File: src/rtl/imem_loader_pkg.sv
// Shared definitions for the instruction-memory loader: FSM state encoding and byte-lane geometry.
package imem_loader_pkg;

    typedef enum logic [1:0] {
        IDLE      = 2'd0,
        WAIT_WORD = 2'd1,
        WRITE     = 2'd2,
        FINISH    = 2'd3
    } state_e;

    localparam int unsigned LANES  = 4;
    localparam int unsigned LANE_W = $clog2(LANES);

endpackage

File: src/rtl/imem_byte_serializer.sv
// Holds one 32-bit word and presents it as four big-endian bytes, one lane per step.
module imem_byte_serializer
    import imem_loader_pkg::*;
(
    input  logic              clk,
    input  logic              rst,
    input  logic              load_i,
    input  logic              step_i,
    input  logic [31:0]       word_i,
    output logic [7:0]        byte_o,
    output logic [LANE_W-1:0] lane_o,
    output logic              last_lane_o
);

    logic [31:0]       word_q;
    logic [LANE_W-1:0] lane_q;
    logic [LANE_W-1:0] lane_d;

    // Word storage is pure data; only the lane index needs a reset.
    always_ff @(posedge clk) begin
        if (load_i) begin
            word_q <= word_i;
        end
    end

    always_comb begin
        lane_d = lane_q;
        if (load_i) begin
            lane_d = '0;
        end else if (step_i) begin
            lane_d = lane_q + 1'b1;
        end
    end

    always_ff @(posedge clk or posedge rst) begin
        if (rst) begin
            lane_q <= '0;
        end else begin
            lane_q <= lane_d;
        end
    end

    always_comb begin
        case (lane_q)
            2'd0:    byte_o = word_q[31:24];
            2'd1:    byte_o = word_q[23:16];
            2'd2:    byte_o = word_q[15:8];
            default: byte_o = word_q[7:0];
        endcase
    end

    assign lane_o      = lane_q;
    assign last_lane_o = (lane_q == LANE_W'(LANES - 1));

endmodule

File: src/rtl/imem_loader.sv
// Streams 32-bit instruction words into a byte-wide instruction memory, big-endian.
// Optional running word checksum output when IMEM_LOADER_CHECKSUM_EN is defined.
module imem_loader
    import imem_loader_pkg::*;
#(
    parameter int unsigned MEM_BYTES = 128,
    parameter int unsigned ADDR_W    = 32
) (
    input  logic              clk,
    input  logic              rst,
    input  logic              start,
    input  logic [ADDR_W-1:0] base_addr,
    input  logic              in_valid,
    output logic              in_ready,
    input  logic [31:0]       in_word,
    input  logic              in_last,
    output logic              mem_we,
    output logic [ADDR_W-1:0] mem_addr,
    output logic [7:0]        mem_wdata,
    output logic              busy,
    output logic              done,
    output logic              err,
    output logic [15:0]       word_count
`ifdef IMEM_LOADER_CHECKSUM_EN
    ,
    output logic [31:0]       checksum
`endif
);

    localparam logic [ADDR_W:0] LIMIT = (ADDR_W + 1)'(MEM_BYTES - 1);

    state_e            state_q, state_d;
    logic [ADDR_W-1:0] ptr_q, ptr_d;
    logic [15:0]       wcnt_q, wcnt_d;
    logic              err_q, err_d;
    logic              last_q, last_d;
    logic              load, step;
    logic [7:0]        ser_byte;
    logic [LANE_W-1:0] ser_lane;
    logic              ser_last_lane;
    logic              accept;
    logic              fits;

    imem_byte_serializer u_ser (
        .clk         (clk),
        .rst         (rst),
        .load_i      (load),
        .step_i      (step),
        .word_i      (in_word),
        .byte_o      (ser_byte),
        .lane_o      (ser_lane),
        .last_lane_o (ser_last_lane)
    );

    assign accept = in_valid && (state_q == WAIT_WORD);
    // Widened by one bit so a pointer near the top of the address space cannot wrap past the check.
    assign fits   = (({1'b0, ptr_q} + (ADDR_W + 1)'(LANES - 1)) <= LIMIT);

    always_comb begin
        state_d  = state_q;
        ptr_d    = ptr_q;
        wcnt_d   = wcnt_q;
        err_d    = err_q;
        last_d   = last_q;
        load     = 1'b0;
        step     = 1'b0;
        in_ready = 1'b0;
        mem_we   = 1'b0;
        done     = 1'b0;
        case (state_q)
            IDLE: begin
                if (start) begin
                    err_d = 1'b0;
                    if (base_addr[1:0] == 2'b00) begin
                        state_d = WAIT_WORD;
                        ptr_d   = base_addr;
                        wcnt_d  = '0;
                    end else begin
                        state_d = FINISH;
                        err_d   = 1'b1;
                    end
                end
            end
            WAIT_WORD: begin
                in_ready = 1'b1;
                if (accept) begin
                    if (fits) begin
                        state_d = WRITE;
                        load    = 1'b1;
                        last_d  = in_last;
                    end else begin
                        state_d = FINISH;
                        err_d   = 1'b1;
                    end
                end
            end
            WRITE: begin
                mem_we = 1'b1;
                step   = 1'b1;
                if (ser_last_lane) begin
                    ptr_d   = ptr_q + ADDR_W'(LANES);
                    wcnt_d  = wcnt_q + 16'd1;
                    state_d = last_q ? FINISH : WAIT_WORD;
                end
            end
            default: begin
                done    = 1'b1;
                state_d = IDLE;
            end
        endcase
    end

    always_ff @(posedge clk or posedge rst) begin
        if (rst) begin
            state_q <= IDLE;
            ptr_q   <= '0;
            wcnt_q  <= '0;
            err_q   <= 1'b0;
            last_q  <= 1'b0;
        end else begin
            state_q <= state_d;
            ptr_q   <= ptr_d;
            wcnt_q  <= wcnt_d;
            err_q   <= err_d;
            last_q  <= last_d;
        end
    end

    assign mem_addr   = (state_q == WRITE) ? (ptr_q + ADDR_W'(ser_lane)) : '0;
    assign mem_wdata  = (state_q == WRITE) ? ser_byte : 8'h00;
    assign busy       = (state_q != IDLE);
    assign err        = err_q;
    assign word_count = wcnt_q;

`ifdef IMEM_LOADER_CHECKSUM_EN
    logic [31:0] csum_q, csum_d;
    logic [31:0] pend_q, pend_d;

    // The sum including the in-flight word is staged and only published once its last byte lands.
    always_comb begin
        csum_d = csum_q;
        pend_d = pend_q;
        if (state_q == IDLE && start && base_addr[1:0] == 2'b00) begin
            csum_d = '0;
            pend_d = '0;
        end else if (accept && fits) begin
            pend_d = csum_q + in_word;
        end else if (state_q == WRITE && ser_last_lane) begin
            csum_d = pend_q;
        end
    end

    always_ff @(posedge clk or posedge rst) begin
        if (rst) begin
            csum_q <= '0;
            pend_q <= '0;
        end else begin
            csum_q <= csum_d;
            pend_q <= pend_d;
        end
    end

    assign checksum = csum_q;
`endif

endmodule
File: config.mk
export PLATFORM = sky130hd
export DESIGN_NAME = imem_loader
export DESIGN_NICKNAME = d
export VERILOG_FILES = /design/src/rtl/imem_loader_pkg.sv /design/src/rtl/imem_byte_serializer.sv /design/src/rtl/imem_loader.sv
export SDC_FILE = /design/constraint.sdc
export NUM_CORES = 1
export LEC_CHECK = 0
export ABC_AREA = 1
export CAP_MARGIN = 20
export CORE_ASPECT_RATIO = 2
export CORE_MARGIN = 4
export CORE_UTILIZATION = 35
export DETAILED_ROUTE_END_ITERATION = 10
export HOLD_SLACK_MARGIN = 0.06
export SYNTH_ARGS = -nofsm -noshare
export SYNTH_HDL_FRONTEND = slang
export SYNTH_SLANG_ARGS = --single-unit
File: constraint.sdc
create_clock -name clk -period 3.4 [get_ports clk]
set_clock_uncertainty 0.15 [all_clocks]
set_input_delay 0.68 -clock clk [delete_from_list [all_inputs] [get_ports clk]]
set_output_delay 0.68 -clock clk [all_outputs]
set_load 0.005 [all_outputs]
**Word-level counts from Yosys, hierarchy flattened**

Cells that the tools add are included.

- Register bits: 86
- Bits of input ports: 69
- Output and inout port bits: 61
- Logic and storage cells: 67

- $add $sub $neg: 5
- Magnitude comparators: 1
- Eq/ne operators: 10
- Mux-type cells: 31
- Reductions and logical operators: 13

Operators with widths:

| kind | number |
|---|---|
| 32-bit two-way mux | 4 |
| 32-bit one-hot mux with 2 select lines | 1 |
| 16-bit two-way mux | 3 |
| 32-bit by 2-bit adder with 33-bit output, second input constant | 1 |
| 33-bit by 7-bit <= comparator with 1-bit output, second input constant | 1 |
| 32-bit by 2-bit adder with 32-bit output | 1 |
| 32-bit by 3-bit adder with 32-bit output, second input constant | 1 |
| 16-bit one-hot mux with 2 select lines | 1 |
| 8-bit one-hot mux with 3 select lines | 1 |
| 16-bit by 1-bit adder with 16-bit output, second input constant | 1 |
| 2-bit two-way mux | 7 |
| 1-bit two-way mux | 11 |
| 2-bit inequality test, second input constant | 5 |
| 8-bit two-way mux | 1 |
| 4-bit AND reduction | 2 |
| 2-bit nonzero test | 4 |
| 2-bit equality test, second input constant | 3 |
| 2-bit logical NOT | 3 |
| 2-bit one-hot mux with 3 select lines | 1 |
| 3-bit AND reduction | 2 |
| 2-bit by 1-bit equality test with 1-bit output, second input constant | 2 |
| 3-bit OR reduction | 1 |
| 2-bit by 1-bit adder with 2-bit output, second input constant | 1 |
| 1-bit one-hot mux with 2 select lines | 1 |
| 1-bit logical AND | 1 |

**Logic depth before layout (Yosys ltp)**

Gate-level depths: netlist (run 1).

- Word-level depth: 6
- Gate-level depth with buffers: 21
- Gate-level depth less buffers: 21

**By module**

A second synthesis (run 1) with hierarchy kept.

- Cells, all modules: 888
- Area total of the unflattened synthesis: 6,179.7 µm²

By module, submodules not included:

| module | instances | cells an instance | area each (µm²) | seq. area each (µm²) |
|---|---|---|---|---|
| imem_loader | 1 | 772 | 4,797.1 | 1,301.2 |
| imem_byte_serializer | 1 | 116 | 1,382.6 | 1,011.0 |

**Worst setup path after synthesis (run 1)**

OpenSTA, ideal clock, no wires.

- Path kind: register -> register
- Start point: register ptr_q[1]
- End point: register u_ser.word_q[0] (enable)
- Library setup time: 0.373 ns
- Arrival: 2.208 ns
- Data required time: 2.877 ns
- Slack: 0.670 ns
- Stages on the path, launching flop included: 16
- Path buffers: 0
- Path through: dfrtp_1 -> inv_1 -> ha_1 -> inv_1 -> nand2_1 -> inv_1 -> nand2_1 -> nor2_1 -> nand2_1 -> nand2_1 -> nand3_1 -> nor2_1 -> nand3_1 -> nor2_2 -> nand4_2 -> inv_2

- Longest elaborated chain between the ends: 5

RTL lines:

| what | RTL line | RTL |
|---|---|---|
| start, declared | imem_loader.sv:33 | `logic [ADDR_W-1:0] ptr_q, ptr_d;` |
| start signal, assigned | imem_loader.sv:122 | `ptr_q <= ptr_d;` |
| 32-bit by 2-bit adder with 33-bit output | imem_loader.sv:57 | `assign fits = (({1'b0, ptr_q} + (ADDR_W + 1)'(LANES - 1)) <= LIMIT);` |
| 33-bit by 7-bit <= comparator with 1-bit output | imem_loader.sv:57 |  |
| 1-bit two-way mux | imem_loader.sv:87 | `if (fits) begin` |
| 1-bit two-way mux | imem_loader.sv:86 | `if (accept) begin` |
| 1-bit two-way mux | imem_loader.sv:70 | `case (state_q)` |
| net load | imem_loader.sv:37 | `logic load, step;` |
| end signal, assigned | imem_byte_serializer.sv:22 | `word_q <= word_i;` |
| end, declared | imem_byte_serializer.sv:15 | `logic [31:0] word_q;` |

The timed path passes the listed nets, and every way through them passes these cells.
A chain may end at the register's enable or synchronous reset.

**Final worst setup path (run 1)**

- Start point: register u_ser.lane_q[1], in the netlist u_ser.lane_o[1]
- End point: output port mem_addr[23]

- Longest elaborated chain between the ends: 2

RTL lines:

| what | RTL line | RTL |
|---|---|---|
| start, declared | imem_byte_serializer.sv:16 | `logic [LANE_W-1:0] lane_q;` |
| start signal, assigned | imem_byte_serializer.sv:39 | `lane_q <= lane_d;` |
| 32-bit by 2-bit adder with 32-bit output | imem_loader.sv:129 | `assign mem_addr = (state_q == WRITE) ? (ptr_q + ADDR_W'(ser_lane)) : '0;` |
| 32-bit two-way mux | imem_loader.sv:129 |  |
| end, declared | imem_loader.sv:18 | `output logic [ADDR_W-1:0] mem_addr,` |

Every way passes these cells.

==> flow_summary.json, run 1 <==
{
  "status": "finished, final reports clean",
  "layout.cells.non_filler": 1201,
  "arrival_ns": 2.52,
  "cp_max_fo": 7,
  "finalPower_uw": 5470,
  "fin_setup_tns_ns": 0,
  "dp.cells": 1182,
  "period_minus_slack_ns": 3.35,
  "clockRootBuffer": "clkbuf_16",
  "cts_tree": "built",
  "synth_top_area_share": 0.227,
  "grtUsageTotal": 0.219,
  "coreArea_um2": 16800,
  "critPathKind": "flop to output port",
  "ios": 130,
  "antenna_found_initial": 0,
  "dp_hpwl_um": 16800,
  "cts-buffers-inserted": 9,
  "clock_latency_ns": 0.35,
  "drive_gt1_frac": 0.131,
  "cp.required_ns": 2.57,
  "cts.clk_slew.worst_paths_ns": 0.07,
  "p_per_area_nw_per_um2": 671,
  "layout_setup_ws_ns": 0.0543,
  "drtIter0Drc": 265,
  "detailedPlace.worstSlack_ns": 0.162,
  "ant_nets": 0,
  "tightest_slew_ns": 0.513,
  "route.detailed.drc": 0,
  "routabilityCongestion": 1.00,
  "synth-edff-count": 32,
  "vias": 6203,
  "yosysSeqAreaShare": 0.389,
  "dieArea_um2": 19300,
  "async_flop_share": 0.628,
  "grt_pass1_vias": 6326,
  "final_util": 0.486,
  "synth.avg_cell_area_um2": 7.06,
  "synth_cell_types": 36,
  "setup_viol": 0,
  "synth.cell_area_um2": 5950,
  "grt_overflow": 0,
  "die_width_um": 100,
  "grt_max_degree": 55,
  "wire_per_inst_um": 17.6,
  "power.leakage_uw": 0.00332,
  "final_nets": 1069,
  "synth_ff_type": "dfrtp_1",
  "relSlewSlack": 0.655,
  "io_buffers": 129,
  "numClockSinks": 86,
  "syn_to_final_growth_pct": 37.0,
  "drt-pass1-iter-count": 5,
  "ys_ff_latch": 86,
  "h-tree-depth": 3,
  "cts_buffer_depth": 2,
  "yosys_warnings": 0,
  "maxClockFrequency_mhz": 299,
  "syn_nets": 922,
  "hold_viol_final": 0,
  "finalCritPeriodShare": 0.984,
  "drv_slew": 0,
  "floorplan.initialDensity": 0.355,
  "n_antenna_cell": 0,
  "yosys.area.top_type": "dfrtp_1",
  "rows": 67,
  "cts_hold_buf": 0,
  "routed_wirelength_um": 21100,
  "worstHoldPathType": "flop to flop",
  "synthTopCellsByArea": "dfrtp_1 (23%), edfxtp_1 (16%), nand2_1 (12%), o21ai_0 (7.3%), inv_1 (6.8%)",
  "die_h_um": 192,
  "syn_inst": 842,
  "vias_per_cell": 5.16,
  "grt_pass1_wl_um": 32100,
  "cap_violations": 0,
  "setup.worst_path.end_class": "output port",
  "startpoint_type": "flop",
  "peakVddDrop_mv": 0.364
}
==> flip-flops by register name, indices dropped and copies added, names as in the netlist <==
| signal | cells |
|---|---|
| last_q | 1 |
| u_ser.word_q | 32 |
| ptr_q | 32 |
| word_count | 16 |
| state_q | 2 |
| err | 1 |
| u_ser.lane_o | 2 |
==> synth_stat cells (3+ instances only) <==
cell,n
edfxtp_1,32
o211ai_1,11
inv_2,3
dfrtp_1,54
nand3_1,38
inv_1,108
clkbuf_1,19
a31oi_1,14
a21oi_1,58
buf_1,5
o31ai_1,3
ha_1,10
nand2_2,6
o21ai_1,4
nand2_1,189
a211oi_1,4
nor2_2,10
nor3_1,22
nand4_1,7
xor2_1,14
o21ai_0,87
o22ai_1,9
nor2_4,9
nor2_1,100
a22oi_1,3
nand2_4,4
buf_2,5
nor4_1,3
==> repair_timing <==
| action | 4_1_cts | 5_1_grt |
|---|---|---|
| setup buffers | 2 | 1 |
| resized for setup | 17 | 32 |
| setup endpoints to repair | 15 | 21 |
| pin swaps | 2 | 2 |
==> layer usage <==
layer,global-route usage,routed length [um],part of all wire,vias up
met5,0,0,0,-
met4,0.141,1380,0.065,0
met3,0.0398,1020,0.048,73
met2,0.428,11900,0.56,207
met1,0.197,6860,0.32,2843
li1,-,-,-,3080
==> final timing paths <==
kind | start | end | slack, ns | cells after the start
min in group asynchronous | rst | ptr_q[28] | 0.54 | 3
max in group asynchronous | rst | ptr_q[15] | 2.23 | 3
max | u_ser.lane_o[1] | mem_addr[23] | 0.05 | 7
max reg2reg | ptr_q[0] | u_ser.word_q[17] | 0.44 | 17
min reg2reg | err | err | 0.32 | 2
min | err | err | 0.32 | 2
==> cells in the final DEF (no fill, tap or decap), drive strengths merged, types with 2 or more instances in the layout <==
master / count
a211oi: 4
a21oi: 58
a221oi: 2
a22oi: 3
a31oi: 14
buf: 36
clkbuf: 10
clkdlybuf4s50: 123
clkinv: 3
dfrtp: 54
dlymetal6s2s: 5
edfxtp: 32
ha: 10
inv: 113
nand2: 199
nand3: 39
nand4: 8
nor2: 119
nor3: 24
nor4: 3
o211ai: 11
o21ai: 91
o221ai: 2
o22ai: 9
o31ai: 3
xor2: 14
==> metrics by stage <==
stage	area, um2	hold slack (ns)
final	8140	0.322
after global routing	8140	0.361
after CTS	8040	0.327
after detailed placement	7670	0.311
after global placement	7670	0.307
after floorplan	5950	0.300
==> area by class of cell <==
class                           instances  area [um2]
Fill cell                            1734        8620
Multi-Input combinational cell        616        3210
Sequential cell                        86        2330
Timing Repair Buffer                  165        1620
Inverter                              111         417
Tap cell                              207         259
Clock buffer                           10         239
Clock inverter                          6        66.3
==> cell families after synthesis <==
group,synth area share
and+or+nand+nor,0.293
AOI/OAI and AO/OA,0.184
buffers and inverters,0.0894
DFF,0.389
xor gates and xnor gates,0.0206
adders and majority gates,0.0244
==> power by group <==
group / total, uW / internal, uW / switching, uW
Clock: 1050 / 595 / 455
Sequential: 1790 / 1360 / 431
Combinational: 2620 / 1080 / 1540
==> worst max-delay path, cell delays in order (launching register included) <==
cell             delay [ns]
dfrtp_2                0.46
ha_1                   0.32
a21oi_2                0.06
buf_4                  0.18
nor2_1                 0.22
a21oi_1                0.12
a211oi_2               0.23
clkdlybuf4s50_1        0.56
Note: power is estimated with default switching activity, not from simulation.
==> run 2: changes to the inputs <==
--- a/config.mk
+++ b/config.mk
@@ -9,9 +9,10 @@
 export CAP_MARGIN = 20
 export CORE_ASPECT_RATIO = 2
 export CORE_MARGIN = 4
-export CORE_UTILIZATION = 35
+export CORE_UTILIZATION = 44
 export DETAILED_ROUTE_END_ITERATION = 10
 export HOLD_SLACK_MARGIN = 0.06
+export PLACE_DENSITY = 0.71
 export SYNTH_ARGS = -nofsm -noshare
 export SYNTH_HDL_FRONTEND = slang
 export SYNTH_SLANG_ARGS = --single-unit
==> run 2 against run 1 <==
Compared with the run above: sequential power is essentially flat; register-to-register slack lost 0.09 ns; via count grew 1.9%; routed wire length shrank 4.4%; sequential share of layout area grew 0.40 points; worst hold slack gained 0.010 ns; global-route usage grew 4.0 points; utilization grew 13 points; critical path depth grew 4; die area shrank 19%; clock-buffer cell count shrank 1; first-iteration DRC count grew 23%.
==> flow_summary.json, run 2 (synthesized netlist as in run 1, its figures left out) <==
{
  "status": "finished, final reports clean",
  "detailedPlace.worstSlack_ns": 0.125,
  "setup.worst_path.end_class": "output port",
  "max_stage_delay_ns": 0.48,
  "antenna_found_initial": 0,
  "critPathKind": "flop to output port",
  "cts-buffers-inserted": 9,
  "syn_to_final_growth_pct": 35.6,
  "wire_per_inst_um": 17.7,
  "dieArea_um2": 15500,
  "vias_per_cell": 5.53,
  "arrival_ns": 2.50,
  "setup_viol": 0,
  "clock_latency_ns": 0.36,
  "die_width_um": 90.2,
  "cp.required_ns": 2.57,
  "drive_gt1_frac": 0.138,
  "maxClockFrequency_mhz": 300,
  "cts_tree": "built",
  "drt-pass1-iter-count": 5,
  "routed_wirelength_um": 20200,
  "crit_family": "simple AND/OR/NAND/NOR gates",
  "worstHoldPathType": "flop to flop",
  "grt_setup_unrepaired": "yes",
  "pwr-share-seq": 0.337,
  "h-tree-depth": 3,
  "tightest_slew_ns": 0.588,
  "grt_overflow": 0,
  "cap_violations": 0,
  "period_minus_slack_ns": 3.33,
  "p_per_area_nw_per_um2": 668,
  "dp_hpwl_um": 15700,
  "numClockSinks": 86,
  "die_h_um": 172,
  "floorplan.initialDensity": 0.452,
  "io_buffers": 129,
  "combPwrFrac": 0.478,
  "n_antenna_cell": 0,
  "drtIter0Drc": 326,
  "drv_slew": 0,
  "cts_buffer_depth": 2,
  "route.detailed.drc": 0,
  "cp_max_fo": 6,
  "finalCritPeriodShare": 0.980,
  "final_util": 0.613,
  "switching_share": 0.452,
  "intPower_uw": 2950,
  "cts.clk_slew.worst_paths_ns": 0.07,
  "grt_pass1_wl_um": 31400,
  "coreArea_um2": 13100,
  "startpoint_type": "flop",
  "cp_slowest_cell": "clkdlybuf4s50_1",
  "finalPower_uw": 5390,
  "grt_max_degree": 78,
  "clockRootBuffer": "clkbuf_16",
  "power.leakage_uw": 0.00324,
  "crit_chain": "ha_4 -> inv_1 -> nor2_4 -> nand2_4 -> nor2_2 -> inv_1 -> nor2_1 -> nand2_1 -> nor3_2 -> nor3_2 -> clkdlybuf4s50_1",
  "final_nets": 1066,
  "layout_setup_ws_ns": 0.0684,
  "p_sw_uw": 2440,
  "rows": 59,
  "final_common_cell": "nand2_1",
  "ant_nets": 0,
  "worst-path-buf-inv": 3,
  "routabilityCongestion": 1.01,
  "mostFrequentLayoutCells": "nand2_1 (188), clkdlybuf4s50_1 (127), inv_1 (103), nor2_1 (86), o21ai_0 (85)",
  "grt_pass1_vias": 6367,
  "clockPowerShare": 0.184,
  "ios": 130,
  "vias": 6318,
  "grtUsageTotal": 0.259,
  "relSlewSlack": 0.608,
  "hold_viol_final": 0,
  "peakVddDrop_mv": 0.395
}
-- run 2: repair_timing --
action                     in CTS  in global routing
gates resized for setup        19                 44
hold buffers                    0                  0
setup endpoints to repair      15                 20
pin swaps                       1                  5
setup buffers                   5                  8
-- run 2: layout make-up --
class	instances	area (um2)
fill	1225	5080
multi-input combinational	616	3250
sequential	86	2340
timing repair buffer	162	1590
inverter	111	417
clock buffer	9	225
tap	152	190
clock inverter	7	61.3
-- run 2: worst min-delay path, delay by kind of cell, from the launching register on --
| kind | cells | cell delay (ns) |
|---|---|---|
| AND/OR/NAND/NOR | 2 | 0.11 |
| flip-flops | 1 | 0.35 |
-- run 2: power groups by stage --
stage	Sequential (uW)	Combinational, uW	Clock, uW
CTS	1790	2470	1010
global route	1850	2870	1050
detailed placement	1820	2380	0
finish	1820	2580	993
global placement	1820	2360	0
floorplan	1640	1500	0
-- run 2: per-stage QoR --
stage | cells | hold WS, ns | cell area [um2] | setup TNS (ns)
6_report | 1143 | 0.333 | 8060 | 0
5_1_grt | 1143 | 0.356 | 8060 | -0.0757
4_1_cts | 1135 | 0.336 | 7880 | 0
3_5_place_dp | 1114 | 0.319 | 7510 | 0
3_3_place_gp | 1114 | 0.307 | 7510 | 0
2_1_floorplan | 842 | 0.300 | 5950 | 0
-- run 2: per-layer routing --
metal | wire length, um | track usage
met4 | 1350 | 0.181
met5 | 0 | 0
met1 | 6660 | 0.231
met2 | 11100 | 0.511
met3 | 1080 | 0.0509
-- run 2: final timing paths --
check / startpoint / end / slack, ns / cells after the start
worst max-delay path: ptr_q[2] / mem_addr[30] / 0.07 / 11
worst min-delay path: err / err / 0.33 / 2
worst max register to register: ptr_q[0] / u_ser.word_q[23] / 0.35 / 17
worst min register to register: err / err / 0.33 / 2
max in group asynchronous: rst / ptr_q[19] / 1.96 / 3
min in group asynchronous: rst / ptr_q[3] / 0.54 / 2
